### config.mk
export PLATFORM = sky130hd
export DESIGN_NAME = seg_scan_driver
export DESIGN_NICKNAME = d
export VERILOG_FILES = /design/src/rtl/seg_pkg.sv /design/src/rtl/scan_timer.sv /design/src/rtl/seg_scan_driver.sv
export SDC_FILE = /design/constraint.sdc
export NUM_CORES = 1
export LEC_CHECK = 0
export ABC_AREA = 1
export CAP_MARGIN = 20
export CORE_ASPECT_RATIO = 0.8
export CORE_UTILIZATION = 30
export CTS_BUF_LIST = sky130_fd_sc_hd__clkbuf_16
export DETAILED_ROUTE_END_ITERATION = 10
export GPL_TIMING_DRIVEN = 0
export PLACE_DENSITY = 0.54
export SLEW_MARGIN = 15
export SYNTH_ARGS = -nofsm -noshare
export SYNTH_HDL_FRONTEND = slang
export SYNTH_SLANG_ARGS = --single-unit
### constraint.sdc
create_clock -name clk -period 4.4 [get_ports clk]
set_clock_uncertainty 0.15 [all_clocks]
set_input_delay 0.44 -clock clk [delete_from_list [all_inputs] [get_ports clk]]
set_output_delay 0.44 -clock clk [all_outputs]
set_load 0.005 [all_outputs]
### src/rtl/seg_pkg.sv
// Shared types and constants for the multiplexed 4-digit BCD scan driver.
package seg_pkg;

    localparam int NUM_DIGITS = 4;
    localparam int DIGIT_W    = 4;
    localparam int BCD_W      = NUM_DIGITS * DIGIT_W;
    localparam int PWM_STEPS  = 8;

    typedef logic [$clog2(NUM_DIGITS)-1:0] digit_idx_t;

    // Active-low anode select, indexed by digit position.
    localparam logic [NUM_DIGITS-1:0][NUM_DIGITS-1:0] AN_SEL = {
        4'b0111, 4'b1011, 4'b1101, 4'b1110
    };
    localparam logic [NUM_DIGITS-1:0] AN_OFF = 4'b1111;
    localparam logic [NUM_DIGITS-1:0] AN_ALL = 4'b0000;

    typedef struct packed {
        logic                  valid;
        logic [BCD_W-1:0]      value;
    } pend_t;

    typedef struct packed {
        logic                  lt;
        logic                  rbi;
        logic                  bi;
        logic [NUM_DIGITS-1:0] an_n;
        logic [DIGIT_W-1:0]    bcd;
    } drive_t;

    localparam drive_t DRV_RST = '{lt: 1'b1, rbi: 1'b1, bi: 1'b0, an_n: AN_OFF, bcd: '0};

    // True when the digit at idx and every more-significant digit is zero.
    function automatic logic lz_blank(input logic [BCD_W-1:0] value, input digit_idx_t idx);
        logic blank;
        blank = (idx != '0);
        for (int i = 0; i < NUM_DIGITS; i++) begin
            if (i >= int'(idx) && value[DIGIT_W*i +: DIGIT_W] != '0) blank = 1'b0;
        end
        return blank;
    endfunction

endpackage

### src/rtl/scan_timer.sv
// Slot prescaler: terminal-count strobe plus the brightness on-window compare.
module scan_timer
    import seg_pkg::*;
#(
    parameter int CLK_DIV = 1000
) (
    input  logic       clk,
    input  logic       rst,
    input  logic [2:0] bright,
    output logic       tc,
    output logic       on_win
);

    localparam int CW = $clog2(CLK_DIV);

    logic [CW-1:0] cnt;
    logic [CW:0]   thr;

    always_ff @(posedge clk) begin
        if (rst)     cnt <= '0;
        else if (tc) cnt <= '0;
        else         cnt <= cnt + 1'b1;
    end

    assign tc = (cnt == CW'(CLK_DIV - 1));

    // Extra bit so bright=7 reaches CLK_DIV and covers the whole slot.
    assign thr    = (CW+1)'((int'(bright) + 1) * (CLK_DIV / PWM_STEPS));
    assign on_win = ({1'b0, cnt} < thr);

endmodule

### src/rtl/seg_scan_driver.sv
// Four-digit multiplexed BCD scan driver feeding an external BCD-to-7-segment
// decoder, with frame-synchronous value commit, dimming and lamp test.
module seg_scan_driver
    import seg_pkg::*;
#(
    parameter int CLK_DIV = 1000
) (
    input  logic                  clk,
    input  logic                  rst,
    input  logic [BCD_W-1:0]      bcd_in,
    input  logic                  load,
    input  logic                  blank_lz,
    input  logic                  lamp_test,
    input  logic [2:0]            bright,
    output logic                  load_ack,
    output logic                  D,
    output logic                  C,
    output logic                  B,
    output logic                  A,
    output logic                  LT,
    output logic                  RBI,
    output logic                  BI,
    output logic [NUM_DIGITS-1:0] an_n,
    output logic                  frame
);

    logic             tc;
    logic             on_win;
    logic             boundary;
    digit_idx_t       idx;
    logic [BCD_W-1:0] disp;
    pend_t            pend;
    drive_t           drv;
    drive_t           drv_d;

    scan_timer #(.CLK_DIV(CLK_DIV)) u_timer (
        .clk    (clk),
        .rst    (rst),
        .bright (bright),
        .tc     (tc),
        .on_win (on_win)
    );

    assign boundary = tc && (idx == '0);

    always_ff @(posedge clk) begin
        if (rst)     idx <= digit_idx_t'(NUM_DIGITS - 1);
        else if (tc) idx <= idx - 1'b1;
    end

    // A load in the commit cycle lands after the commit, so the flag stays set.
    always_ff @(posedge clk) begin
        if (rst) begin
            pend     <= '0;
            disp     <= '0;
            load_ack <= 1'b0;
            frame    <= 1'b0;
        end else begin
            load_ack <= boundary && pend.valid;
            frame    <= boundary;
            if (boundary && pend.valid) begin
                disp       <= pend.value;
                pend.valid <= 1'b0;
            end
            if (load) begin
                pend.value <= bcd_in;
                pend.valid <= 1'b1;
            end
        end
    end

    always_comb begin
        drv_d      = DRV_RST;
        drv_d.bcd  = disp[DIGIT_W*idx +: DIGIT_W];
        drv_d.rbi  = ~(blank_lz && lz_blank(disp, idx));
        if (on_win) begin
            drv_d.an_n = AN_SEL[idx];
            drv_d.bi   = 1'b1;
        end
        if (lamp_test) begin
            drv_d.lt   = 1'b0;
            drv_d.bi   = 1'b1;
            drv_d.an_n = AN_ALL;
        end
    end

    always_ff @(posedge clk) begin
        if (rst) drv <= DRV_RST;
        else     drv <= drv_d;
    end

    assign {D, C, B, A} = drv.bcd;
    assign LT           = drv.lt;
    assign RBI          = drv.rbi;
    assign BI           = drv.bi;
    assign an_n         = drv.an_n;

endmodule

; ---- Yosys cells after proc, flatten, opt, wreduce, memory -nomap -nowiden
; Index checks and enable logic that the tools add are counted.
; W data, S select, Z words.
[totals]
elab_cells = 49
output_inout_bits = 13
inputBits = 24
regBits = 58
[op_classes]
n_mux = 11
n_lt_le_gt_ge = 5
bitwise_logic = 1
shift = 1
n_addsub = 3
n_reduce_logical = 14
eq_ne = 1
n_mul = 1
[ops]
columns = operator, n
row1 = $mul A32 B8 Y11 const B, 1
row2 = $mux W17, 1
row3 = $reduce_bool A4 Y1, 4
row4 = $shiftx A16 B5 Y4, 1
row5 = $lt A10 B11 Y1, 1
row6 = $add A10 B1 Y10 const B, 1
row7 = $eq A10 B10 Y1 const B, 1
row8 = $mux W5, 2
row9 = $bmux W4 S2, 1
row10 = $logic_and A1 B1 Y1, 6
row11 = $mux W1, 6
row12 = $add A3 B1 Y4 const B, 1
row13 = $ge A1 B2 Y1 const A, 2
row14 = $mux W4, 1
row15 = $reduce_bool A2 Y1, 2
row16 = $lt A2 B3 Y1 const B, 1
row17 = $ge A2 B2 Y1 const A, 1
row18 = $logic_not A2 Y1, 1
row19 = $reduce_or A2 Y1, 1
row20 = $sub A2 B1 Y2 const B, 1
row21 = $not A1 Y1, 1

; ---- Logic depth before layout (Yosys ltp)
[logic_depth]
depth_word = 8
ltp_mapped = 21
mapped_depth_nobuf = 21

; ---- Modules after synthesis
; Synthesis repeated with hierarchy kept, for this count alone.
[hier_totals]
cells_unflattened = 438
hier_area_um2 = 3226.8
[modules_own_cells]
columns = mod, seq_area_each_um2, cells_per_inst, area_per_inst_um2, instances
row1 = seg_scan_driver, 960.9, 257, 1909.3, 1
row2 = scan_timer, 200.2, 181, 1317.5, 1

; ---- Worst setup path before layout
; Ideal clock, no wire load.
[synth_path]
path_type = input to register
startpoint = input port bright[0]
endpoint = register drv, in the netlist an_n[0]
t_arrival_ns = 3.517
path_stages = 21
n_path_buf = 0
setup_ns = 0.110
path_slack_ns = 0.624
t_required_ns = 4.140
path_cell_list = ha_1 > xnor2_1 > ha_1 > inv_1 > ha_1 > inv_1 > fa_1 > inv_1 > ha_1 > a21oi_1 > nand2_1 > nand2_1 > nand3_1 > xor2_1 > ha_1 > inv_1 > nor2_1 > o21ai_1 > nand3_1 > nand2_1 > inv_1
[synth_between]
elab_chain_len = 5
[synth_rtl]
columns = item, line_no
row1 = from (decl), seg_scan_driver.sv:14  ; input logic [2:0] bright,
row2 = $add A3 B1 Y4, scan_timer.sv:28  ; assign thr = (CW+1)'((int'(bright) + 1) * (CLK_DIV / PWM_STEPS));
row3 = $mul A32 B8 Y11, scan_timer.sv:28
row4 = $lt A10 B11 Y1, scan_timer.sv:29  ; assign on_win = ({1'b0, cnt} < thr);
row5 = $mux W5, seg_scan_driver.sv:76  ; if (on_win) begin
row6 = $mux W5, seg_scan_driver.sv:80  ; if (lamp_test) begin
row7 = to (signal assigned), seg_scan_driver.sv:89  ; else drv <= drv_d;
row8 = to (decl), seg_scan_driver.sv:33  ; drive_t drv;
; Every way passes these cells.
; A chain may end at the register's enable or synchronous reset.

; ---- Final worst setup path
[layout_path]
startpoint = input port bright[2]
endpoint = register drv, in the netlist an_n[3]
; The elaborated chain is that of the path after synthesis.

==> results_dict.tcl <==
set metrics [dict create \
    status "finished clean" \
    yosysUniqueCellTypes 32 \
    numCtsBuffers 9 \
    cp_max_fo 5 \
    syn2layout_area_growth_pct 27.0 \
    grt_pass1_wl_um 11500 \
    maxCapViolations 0 \
    drc 0 \
    wl_um 6830 \
    cp_cell_sequence "clkdlybuf4s50_1 > xnor2_2 > ha_1 > inv_1 > ha_1 > inv_1 > fa_1 > inv_1 > ha_1 > a21oi_1 > nand2_1 > nand2_1 > nand3_1 > xor2_1 > ha_1 > and3_1 > nand3_1 > nand3_1 > nand2_1 > inv_1" \
    seq_area_frac_synth_pct 36.7 \
    cts_root_buffer "clkbuf_16" \
    antenna_found_initial 0 \
    num_vias 2653 \
    dieArea_um2 11000 \
    max_freq_mhz 259 \
    rr_worst_depth 8 \
    grt_pass1_vias 2418 \
    critical-path-slowest-cell "fa_1" \
    r2r_start "idx[1]$_SDFFE_PP1N_" \
    drt_iter0_drc 164 \
    cp.required_ps 4470 \
    synth_flop_cell "dfxtp_1" \
    vdd_drop_max_v 0.000192 \
    critPathArrivalTime_ps 3920 \
    avgViaCountPerCell 4.45 \
    hold-path-endpoint "u_timer.cnt[0]$_SDFF_PP0_" \
    setup_viol 0 \
    ys_ff_latch 58 \
    post-route-min-period_ps 3860 \
    clock_path_buffers 2 \
    power.density_nw_per_um2 382 \
    holdPathStages 1 \
    start_kind "primary input" \
    cts_sinks 58 \
    async_flop_share_pct 0 \
    path_buf_inv 5 \
    fillCellCount 1103 \
    grt_start_max_net_pins 11 \
    wire_per_inst_um 11.5 \
    grt_usage_pct 13.7 \
    syn-instance-count 404 \
    dieWidth_um 117 \
    syn_area_um2 3160 \
    core_area_um2 10200 \
    dr.pass1.iters 4 \
    drive_gt1_share_pct 8.77 \
    r2r_setup_slack_ps 2140 \
    rsz0062_at_grt "no" \
    diodes 0 \
    initial_core_util_pct 30.9 \
    std_cell_rows 33 \
    slew_headroom_pct 55.8 \
    reg2reg_to "RBI$_SDFF_PP1_" \
    hold_slack_ps 313 \
    cts_tree "yes" \
    ys_warn_count 0 \
    fin_tns_setup_ps 0 \
    io_buffers 36 \
    min_period_over_period_pct 87.6 \
    slew_viol_final 0 \
    clk_pin_slew_ps 50 \
    clkLatencyLatePin_ps 320 \
    htreeDepth 3 \
    hold_path.class "reg -> reg" \
    dp.final_hpwl_um 5230 \
    synthesis.nets 468 \
    hold_viol 0 \
    antenna_left 0 \
    hold_start "u_timer.cnt[0]$_SDFF_PP0_" \
    io_pins 37 \
    nets 515 \
    die_y_um 93.8 \
    synth-edff-count 0 \
    post-cts-setup-buffers 0 \
    worst_pin_slew_ps 662 \
    slowest_delay_ps 480 \
    power.leakage_nw 1.81 \
    critPathCaptureType "register" \
    crit_family "adder cells" \
    gp_congestion 0.843 \
    critPathKind "in -> reg" \
    syn_area_per_cell_um2 7.83 \
    grt-ovfl-total 0 \
]
-- cell usage in the layout, fill, tap and decap left out, drive strengths merged --
master / count
bufinv: 2
buf: 2
clkinvlp: 1
clkdlybuf4s50: 34
a211oi: 9
nor2: 60
nand3: 19
clkinv: 5
nor4: 1
o21bai: 1
o41ai: 1
nand2: 54
a21oi: 27
inv: 61
nand4: 13
o21ai: 27
clkbuf: 21
nor3: 2
dlymetal6s2s: 1
o211ai: 3
xnor2: 4
ha: 36
dfxtp: 58
xor2: 3
and3: 2
fa: 4
a31o: 1
nor3b: 4
-- cell type report --
class	instances	area [µm²]	share of cell area, %
clock inverter	7	83.8	2.09
clock buffer	9	225	5.61
inverter	62	233	5.80
timing repair buffer	36	358	8.91
multi-input combinational	271	1720	42.9
sequential	58	1160	28.9
tap	140	175	4.36
buffer	13	56.3	1.40
-- metal layers --
layer | share of wire (%) | up-vias | GRT usage [%]
met5 | 0 | - | 0
met4 | 0 | 0 | 4.54
met3 | 6.5 | 0 | 3.68
met2 | 41 | 66 | 18.7
met1 | 52 | 1170 | 20.4
li1 | - | 1417 | -
-- stage by stage --
step / instances / worst slack (ps) / area (µm²) / total power [mW] / util (%)
after floorplan: 404 / 624 / 3160 / 0.749 / -
after global placement: 580 / -429 / 3700 / 0.821 / 36.1
after detailed placement: 580 / -459 / 3700 / 0.825 / 36.1
after CTS: 596 / 105 / 4010 / 1.55 / 39.1
after global routing: 596 / 230 / 4020 / 1.61 / 39.2
final: 596 / 544 / 4020 / 1.53 / 39.2
-- cells in the mapped netlist, drive strengths merged, types with 4 or more instances --
master | n | area [µm²]
a211oi | 9 | 108
a21oi | 27 | 135
clkbuf | 11 | 41.3
dfxtp | 58 | 1160
fa | 4 | 80.1
ha | 36 | 450
inv | 61 | 229
nand2 | 54 | 205
nand3 | 19 | 100
nand4 | 13 | 87.6
nor2 | 60 | 228
nor3b | 4 | 30.0
o21ai | 27 | 135
xnor2 | 4 | 35.0
-- worst max-delay path by stage --
stage	start	to	cells after the start
finish	bright[2]	an_n[3]$_SDFF_PP1_	20
global route	bright[2]	an_n[1]$_SDFF_PP1_	20
CTS	bright[1]	an_n[0]$_SDFF_PP1_	22
detailed placement	bright[0]	an_n[0]$_SDFF_PP1_	22
global placement	bright[0]	an_n[0]$_SDFF_PP1_	22
floorplan	bright[0]	an_n[0]$_SDFF_PP1_	21
-- flip-flops by register name (all words and copies together) (netlist names) --
register     flops
A                1
B                1
BI               1
C                1
D                1
LT               1
RBI              1
an_n             4
disp            16
frame            1
idx              2
load_ack         1
pend            17
u_timer.cnt     10
-- worst reg2reg max path, stage by stage (launching register included) --
cell      delay [ps]
dfxtp_1          350
clkbuf_1         330
inv_1            220
ha_1             250
clkbuf_1         230
nor3_1           250
nand3_1          110
nor3_1           150
nand3_1          100
-- kinds of logic after synthesis --
kind of cell	after synthesis	share of synthesized area, %
simple gates	155	22.0
buf+inv	75	9.14
compound gates	69	13.5
flops	58	36.7
fa+ha+maj	40	16.8
xor+xnor	7	1.94
-- timing repair --
item / 4_1_cts / 5_1_grt
gates cloned: 0 / 0
gates resized for setup: 1 / 5
hold buffers: 0 / 0
endpoints found under the setup margin: 5 / 5
-- power by group --
group | leakage (nW) | switching, mW | internal (mW)
clock | 0.148 | 0.230 | 0.487
sequential | 0.475 | 0.00915 | 0.543
combinational | 1.19 | 0.143 | 0.119
No activity file was read; power rests on OpenSTA's default activity.
